**config.mk**
```make
export PLATFORM = sky130hd
export DESIGN_NAME = branch_recovery_unit
export DESIGN_NICKNAME = d
export VERILOG_FILES = /design/src/rtl/branch_recovery_unit.sv
export SDC_FILE = /design/constraint.sdc
export NUM_CORES = 1
export LEC_CHECK = 0
export BUFFER_PORTS_ARGS = -buffer_cell sky130_fd_sc_hd__buf_2
export CAP_MARGIN = 20
export CORE_MARGIN = 5
export CORE_UTILIZATION = 64
export DETAILED_ROUTE_END_ITERATION = 6
export PLACE_DENSITY = 0.95
export SYNTH_ARGS = -nofsm -noshare
export SYNTH_HDL_FRONTEND = slang
export SYNTH_SLANG_ARGS = --single-unit
```
**constraint.sdc**
```tcl
create_clock -name clock -period 6.4 [get_ports clock]
set_clock_uncertainty 0.15 [all_clocks]
set_input_delay 0.32 -clock clock [delete_from_list [all_inputs] [get_ports clock]]
set_output_delay 0.32 -clock clock [all_outputs]
set_load 0.1 [all_outputs]
```
**src/rtl/branch_recovery_unit.sv**
```systemverilog
// branch_recovery_unit: holds resolved branch mispredictions until the branch
// retires at the ROB head, then issues a one-cycle flush, presents the
// redirect PC to fetch until it is accepted, and finishes with a fixed drain
// window.
// Optional feature macro: BRANCH_RECOVERY_PERF_EN (adds flush_count/drop_count).
module branch_recovery_unit #(
  parameter int DEPTH        = 4,
  parameter int DRAIN_CYCLES = 2,
  parameter int XLEN         = 32,
  parameter int ROB_TAG_LEN  = 6
) (
  input  logic                   clock,
  input  logic                   reset_n,
  input  logic                   bu_done,
  input  logic                   bu_cond,
  input  logic [XLEN-1:0]        bu_target_pc,
  input  logic [ROB_TAG_LEN-1:0] bu_insn_tag,
  output logic                   bu_ready,
  input  logic                   rob_head_retire,
  input  logic [ROB_TAG_LEN-1:0] rob_head_tag,
  input  logic                   fetch_ready,
  output logic                   flush,
  output logic                   redirect_valid,
  output logic [XLEN-1:0]        redirect_pc,
  output logic                   busy,
  output logic                   overflow
`ifdef BRANCH_RECOVERY_PERF_EN
  ,
  output logic [31:0]            flush_count,
  output logic [31:0]            drop_count
`endif
);

  localparam int IW = (DEPTH > 1) ? $clog2(DEPTH) : 1;
  localparam logic [3:0] DRAIN_LOAD = 4'(DRAIN_CYCLES);

  typedef enum logic [1:0] {S_IDLE, S_FLUSH, S_REDIRECT, S_DRAIN} state_t;

  state_t                 state;
  logic [3:0]             drain_cnt;
  logic [DEPTH-1:0]       ent_valid;
  logic [ROB_TAG_LEN-1:0] ent_tag    [DEPTH];
  logic [XLEN-1:0]        ent_target [DEPTH];

  logic                   push_req;
  logic                   bypass;
  logic                   hit_any;
  logic [IW-1:0]          hit_idx;
  logic                   free_any;
  logic [IW-1:0]          free_idx;
  logic                   ret_any;
  logic [XLEN-1:0]        ret_pc;
  logic                   match_hit;
  logic [XLEN-1:0]        match_pc;
  logic                   push_idle;
  logic                   push_ok;
  logic [IW-1:0]          wr_idx;
  logic                   drop_full;
  logic                   drop_any;

  // Associative lookups: lowest index wins (descending loop, last write wins).
  always_comb begin
    hit_any  = 1'b0;
    hit_idx  = '0;
    free_any = 1'b0;
    free_idx = '0;
    ret_any  = 1'b0;
    ret_pc   = '0;
    for (int i = DEPTH - 1; i >= 0; i--) begin
      if (ent_valid[i] && (ent_tag[i] == bu_insn_tag)) begin
        hit_any = 1'b1;
        hit_idx = IW'(i);
      end
      if (!ent_valid[i]) begin
        free_any = 1'b1;
        free_idx = IW'(i);
      end
      if (ent_valid[i] && (ent_tag[i] == rob_head_tag)) begin
        ret_any = 1'b1;
        ret_pc  = ent_target[i];
      end
    end
  end

  // Push/match decode. A push in the same cycle as a match is squashed along
  // with everything else younger than the retiring branch.
  always_comb begin
    push_req  = bu_done && bu_cond;
    bypass    = push_req && rob_head_retire && (bu_insn_tag == rob_head_tag);
    match_hit = (state == S_IDLE) && rob_head_retire && (bypass || ret_any);
    match_pc  = bypass ? bu_target_pc : ret_pc;
    push_idle = (state == S_IDLE) && push_req && !match_hit;
    push_ok   = push_idle && (hit_any || free_any);
    wr_idx    = hit_any ? hit_idx : free_idx;
    drop_full = push_idle && !hit_any && !free_any;
    drop_any  = drop_full || (push_req && (state != S_IDLE));
  end

  assign bu_ready = (state == S_IDLE) && !(&ent_valid);

  // Pending-misprediction table and sticky overflow flag.
  always_ff @(posedge clock or negedge reset_n) begin
    if (!reset_n) begin
      ent_valid <= '0;
      overflow  <= 1'b0;
      for (int i = 0; i < DEPTH; i++) begin
        ent_tag[i]    <= '0;
        ent_target[i] <= '0;
      end
    end else begin
      if (match_hit) begin
        ent_valid <= '0;
      end else if (push_ok) begin
        ent_valid[wr_idx]  <= 1'b1;
        ent_tag[wr_idx]    <= bu_insn_tag;
        ent_target[wr_idx] <= bu_target_pc;
      end
      if (drop_full) overflow <= 1'b1;
    end
  end

  // Recovery sequencer with registered outputs.
  always_ff @(posedge clock or negedge reset_n) begin
    if (!reset_n) begin
      state          <= S_IDLE;
      drain_cnt      <= 4'd0;
      redirect_pc    <= '0;
      flush          <= 1'b0;
      redirect_valid <= 1'b0;
      busy           <= 1'b0;
    end else begin
      case (state)
        S_IDLE: begin
          if (match_hit) begin
            state          <= S_FLUSH;
            redirect_pc    <= match_pc;
            flush          <= 1'b1;
            redirect_valid <= 1'b1;
            busy           <= 1'b1;
          end
        end
        S_FLUSH, S_REDIRECT: begin
          flush <= 1'b0;
          if (fetch_ready) begin
            redirect_valid <= 1'b0;
            if (DRAIN_CYCLES == 0) begin
              state <= S_IDLE;
              busy  <= 1'b0;
            end else begin
              state     <= S_DRAIN;
              drain_cnt <= DRAIN_LOAD;
            end
          end else begin
            state <= S_REDIRECT;
          end
        end
        S_DRAIN: begin
          if (drain_cnt <= 4'd1) begin
            state     <= S_IDLE;
            drain_cnt <= 4'd0;
            busy      <= 1'b0;
          end else begin
            drain_cnt <= drain_cnt - 4'd1;
          end
        end
        default: state <= S_IDLE;
      endcase
    end
  end

`ifdef BRANCH_RECOVERY_PERF_EN
  // Free-running event counters; wrap naturally at 2^32.
  always_ff @(posedge clock or negedge reset_n) begin
    if (!reset_n) begin
      flush_count <= 32'd0;
      drop_count  <= 32'd0;
    end else begin
      if (state == S_FLUSH) flush_count <= flush_count + 32'd1;
      if (drop_any) drop_count <= drop_count + 32'd1;
    end
  end
`else
  logic unused_drop;
  assign unused_drop = drop_any;
`endif

endmodule

```
# Yosys cells after proc, flatten, opt, wreduce, memory -nomap -nowiden
# Index checks and enable logic that the tools add are counted.
[totals] regBits=198 input_bits=50 out_inout_bits=37 word_cells=130
[op_classes] addsub=1 n_lt_le_gt_ge=5 n_eq_ne=15 muxes=49 n_bitwise=3 n_reduce_logical=41
[ops] cell="$mux W32" count=6
[ops] cell="$bwmux W128" count=1
[ops] cell="$demux W32 S2" count=1
[ops] cell="$eq A6 B6 Y1" count=9
[ops] cell="$bwmux W24" count=1
[ops] cell="$mux W2" count=11
[ops] cell="$logic_and A1 B1 Y1" count=21
[ops] cell="$mux W1" count=17
[ops] cell="$mux W4" count=4
[ops] cell="$demux W6 S2" count=1
[ops] cell="$reduce_and A2 Y1" count=5
[ops] cell="$pmux W4 S2" count=1
[ops] cell="$reduce_bool A2 Y1" count=4
[ops] cell="$mux W6" count=1
[ops] cell="$ne A2 B2 Y1 const B" count=3
[ops] cell="$pmux W1 S2" count=3
[ops] cell="$pmux W2 S3" count=1
[ops] cell="$reduce_and A3 Y1" count=2
[ops] cell="$eq A2 B2 Y1 const B" count=2
[ops] cell="$le A4 B1 Y1 const B" count=1
[ops] cell="$logic_not A1 Y1" count=4
[ops] cell="$or A4 B4 Y4" count=1
[ops] cell="$reduce_and A4 Y1" count=1
[ops] cell="$sub A4 B1 Y4 const B" count=1
[ops] cell="other kinds (11)" count=12

# Longest topological paths before layout
[logic_depth] depth_word=14 ltp_mapped=10 mapped_depth_nobuf=7

# Worst setup path before layout
# OpenSTA, ideal clock, no wires.
[synth_path] path_type="input to register" startpoint="input bu_insn_tag[2]" endpoint="register ent_tag[12] in the netlist's numbering" setup_time_ps=127 arrival_time_ps=2334 t_required_ps=6123 setup_slack_ps=3788 stages=10 n_path_buf=3 path_cell_list="buf_2 -> xnor2_1 -> nand4_1 -> nor4_4 -> nor2_2 -> a21o_1 -> nand4_1 -> buf_4 -> buf_6 -> mux2_1"
[synth_via] elab_chain_len=13 word_cells_on_any_way=34 classes_between="order compare (2); eq/ne (5); mux (12); bitwise (2); reduce/logical (13)"
[synth_lines] element="start: declaration" line_no="17" rtl="input logic [ROB_TAG_LEN-1:0] bu_insn_tag,"
[synth_lines] element="$eq A6 B6 Y1" line_no="70" rtl="if (ent_valid[i] && (ent_tag[i] == bu_insn_tag)) begin"
[synth_lines] element="$logic_and A1 B1 Y1" line_no="70"
[synth_lines] element="$mux W2 / $mux W1 (equally long branches) (4 in series)" line_no="70"
[synth_lines] element="$mux W2" line_no="94" rtl="wr_idx = hit_any ? hit_idx : free_idx;"
[synth_lines] element="$not A2 Y3 (not written as such)" line_no="115" rtl="ent_tag[wr_idx] <= bu_insn_tag;"
[synth_lines] element="$ge A3 B3 Y1 (not written as such) / $lt A3 B1 Y1 (equally long branches)" line_no="115"
[synth_lines] element="$logic_and A1 B1 Y1 (not written as such)" line_no="115"
[synth_lines] element="$mux W6 (not written as such)" line_no="115"
[synth_lines] element="$demux W6 S2" line_no="115"
[synth_lines] element="$bwmux W24" line_no="115"
[synth_lines] element="end signal: indexed assignment" line_no="115"
[synth_lines] element="end: declaration" line_no="42" rtl="logic [ROB_TAG_LEN-1:0] ent_tag [DEPTH];"
# Parallel ways exist; a longest one is shown, timed or not.
# A chain may end at the register's enable or synchronous reset.

# Worst setup path in the final report
[layout_path] startpoint="register ent_tag[20] in the netlist's numbering" endpoint="register ent_target[85] in the netlist's numbering"
[layout_via] elab_chain_len=10 word_cells_on_any_way=23 classes_between="order compare (2); eq/ne (2); mux (7); bitwise (2); reduce/logical (10)"
[layout_lines] element="$eq A6 B6 Y1" line_no="70"
[layout_lines] element="$logic_and A1 B1 Y1" line_no="70"
[layout_lines] element="$mux W2 / $mux W1 (equally long branches)" line_no="70"
[layout_lines] element="$mux W2" line_no="94"
[layout_lines] element="$not A2 Y3 (not written as such)" line_no="116" rtl="ent_target[wr_idx] <= bu_target_pc;"
[layout_lines] element="$ge A3 B3 Y1 (not written as such) / $lt A3 B1 Y1 (equally long branches)" line_no="116"
[layout_lines] element="$logic_and A1 B1 Y1 (not written as such)" line_no="116"
[layout_lines] element="$mux W32 (not written as such)" line_no="116"
[layout_lines] element="$demux W32 S2" line_no="116"
[layout_lines] element="$bwmux W128" line_no="116"
[layout_lines] element="end signal: indexed assignment" line_no="116"
[layout_lines] element="end: declaration" line_no="43" rtl="logic [XLEN-1:0] ent_target [DEPTH];"
# Parallel ways exist; a longest one is shown, timed or not.

==> metrics.md <==
| Metric | Value |
|---|---|
| Initial antenna violation count | 2 |
| Peak VDD IR | roughly 250 µV |
| Hold Violations, Final | 0 |
| Reg power frac | 0.427 |
| Tcrit/Tclk final | 0.584 |
| Largest cells by area after synthesis | dfrtp_1 (53%), mux2_2 (14%), a221o_1 (3.5%) |
| Count of different cell masters after synthesis | 46 |
| Post-CTS setup buffers | 0 |
| Final setup viols | 0 |
| Slew of the pin with the lowest slew margin | roughly 1.0 ns |
| #FFs+latches synth | around 200 |
| N_diodes | 0 |
| Post-DP HPWL | 13.0 mm |
| Post-Route WL | 22.8 mm |
| Int Power | roughly 0.0031 W |
| Crit path required time | between 6 and 7 ns |
| Top Ports | 87 |
| FMAX | roughly 270 MHz |
| Area delta synth->final | 12.4% |
| Cts bufs inserted | 17 |
| Post-synth top cells | dfrtp_1 (198), mux2_2 (118), nor2_1 (41) |
| Setup_tns | 0 ns |
| Final Max Tran Viols | 0 |
| Post-synth EDFFs | 0 |
| Via density | ~6.7 |
| Layout cells sized above 1 | 0.344 |
| Starting Density | 0.646 |
| Sw power | between 0.0015 and 0.002 W |
| Clk buf depth | 2 |
| Wire per inst | ~23 µm |
| Total die area | about 17,000 µm² |
| Combinational Power Share | 0.348 |
| Total of max-cap violations | 0 |
| Status | completed |
| First-pass GRT wire length | 36.7 mm |
| GRT Util Overall | 0.280 |
| Most common flop cell mapped by yosys | dfrtp_1 |
| Critical path class | reg -> reg |
| Overflow after GRT | 0 |
| Largest net degree at the start of global routing | about 130 |
| Clock share of power | 0.225 |
| YS warnings | 0 |
| Yosys top cell by area | dfrtp_1 |
| Seq/Total Area, Yosys | 0.534 |
| Buffers on Ports | 86 |
| Vias in the first global route | 6,927 |
| Hold Slack | slightly above 0.008 ns |
| TritonCTS Sinks | ~200 |
| Synth Cell Area | 9280 µm² |
| Final nets | between 800 and 900 |
| Root Driver | clkbuf_16 |
| Share of the synthesized area in the top cell type | 0.534 |
| DRT Pass-1 Iters | 5 |
| Minimum clock period | about 3.7 ns |
| GP Congestion | 0.896 |
| Ys async rst share | 1.00 |
| Total power per unit cell area | 483 nW/µm² |
| Sw frac | 0.382 |
| Crit. End Element | flop |
| Vias | ~6,600 |
| Most frequent cell after synthesis | dfrtp_1 |
| Register area | just under 5000 µm² |
| Area of the core | about 14,000 µm² |
| TritonCTS clock tree | done |
| Area of the multi-input gates | 4040 µm² |
| Hold Path Class | in -> reg |
| Rows | between 40 and 50 |
| Setup crit start kind | flop |
| Clock latency on the worst-skew pair | approximately 0.44 ns |
| DRC viols | 0 |
| Synth Instances | about 730 |
| Chip width | about 130 µm |
| Post-synthesis area per instance | about 13 µm² |
| Detailed Route Iter0 Violations | 574 |
| Antenna-violating nets left | 0 |
| Slew HR | 0.330 |
| CTS H-Tree Depth | 4 |
| Clock slew seen by the registers of the worst setup and hold paths | around 0.070 ns |
| RSZ-0062 raised after global routing | false |
| CP max FO | 34 |
| Die H | 130 µm |
| P_leak | roughly 4.8 nW |
| Fillcell total | around 900 |
| Critical path arrival | 3.90 ns |
| Syn nets | 781 |
critical path, stage by stage (launching register included):
cell,delay [ns]
dfrtp_1,0.42
xnor2_1,0.19
nand4_1,0.17
nor4_1,0.56
nor2_2,0.09
buf_4,0.31
a21o_1,0.31
nand4_1,0.47
buf_4,0.50
mux2_2,0.40
layer usage:
layer	share of wire	wire [µm]	track usage	vias to the layer above
met1	0.39	9010	0.368	3329
met2	0.50	11400	0.457	340
met4	0.024	548	0.105	4
met5	0.00061	14	0	-
li1	-	-	-	2814
met3	0.083	1900	0.0707	64
power groups by stage:
stage	clock network, W	logic [W]	registers (W)
after global routing	0.00120	0.00187	0.00220
final	0.00114	0.00176	0.00215
after CTS	0.00114	0.00176	0.00214
after floorplan	0	0.000922	0.00252
after detailed placement	0	0.00173	0.00214
after global placement	0	0.00166	0.00210
layout by cell type, fill, tap and decap left out, drive strengths merged, types with 24 or more instances in the layout:
master / count
mux2: 154
a31oi: 32
clkbuf: 24
buf: 98
dfrtp: 198
o211ai: 32
a221o: 32
a22oi: 33
xnor2: 31
nor2: 42
repair_timing:
item                       CTS  global route
hold endpoints to repair   124             0
setup endpoints to repair    0             0
resized for setup            0             0
hold buffers                 1             0
state kept, by name, summed over array words and instances (netlist names):
register and count:
redirect_pc 32, ent_tag 24, ent_valid 4, overflow 1, busy 1, drain_cnt 4, state 2, ent_target 128
flush 1, redirect_valid 1
per-stage QoR:
step	total power [W]	setup WS, ns	instance area (µm²)	cells	utilization
detailed placement	0.00386	2.46	9800	951	0.682
finish	0.00504	2.66	10400	983	0.726
floorplan	0.00344	3.79	9280	727	-
CTS	0.00504	2.70	10400	983	0.726
global route	0.00527	2.55	10400	983	0.726
global placement	0.00376	2.56	9800	951	0.682
final cells by class:
type                            count  share of cell area
Clock buffer                       23              0.0468
Inverter                           12             0.00432
Sequential cell                   198               0.475
Clock inverter                      8              0.0129
Tap cell                          184              0.0221
Timing Repair Buffer              100              0.0524
Multi-Input combinational cell    458               0.387
cells by family after synthesis:
| family | Yosys count | share of synthesized area |
|---|---|---|
| flops | 198 | 0.534 |
| simple gates | 90 | 0.0508 |
| xor+xnor | 54 | 0.0509 |
| mux | 155 | 0.195 |
| buf+inv | 71 | 0.0367 |
| fa+ha+maj | 4 | 0.00539 |
| compound gates | 155 | 0.127 |
final timing paths:
kind                            slack, ns              from  depth (start not counted)              to
worst min register to register       0.31          overflow                          2        overflow
max in group asynchronous            4.22           reset_n                          3  ent_target[64]
worst max-delay path                 2.66       ent_tag[20]                          9  ent_target[85]
worst max register to register       2.66       ent_tag[20]                          9  ent_target[85]
worst min-delay path                0.008  bu_target_pc[21]                          2  ent_target[21]
min in group asynchronous            0.41           reset_n                          2     ent_tag[20]
No activity file was read; power rests on OpenSTA's default activity.
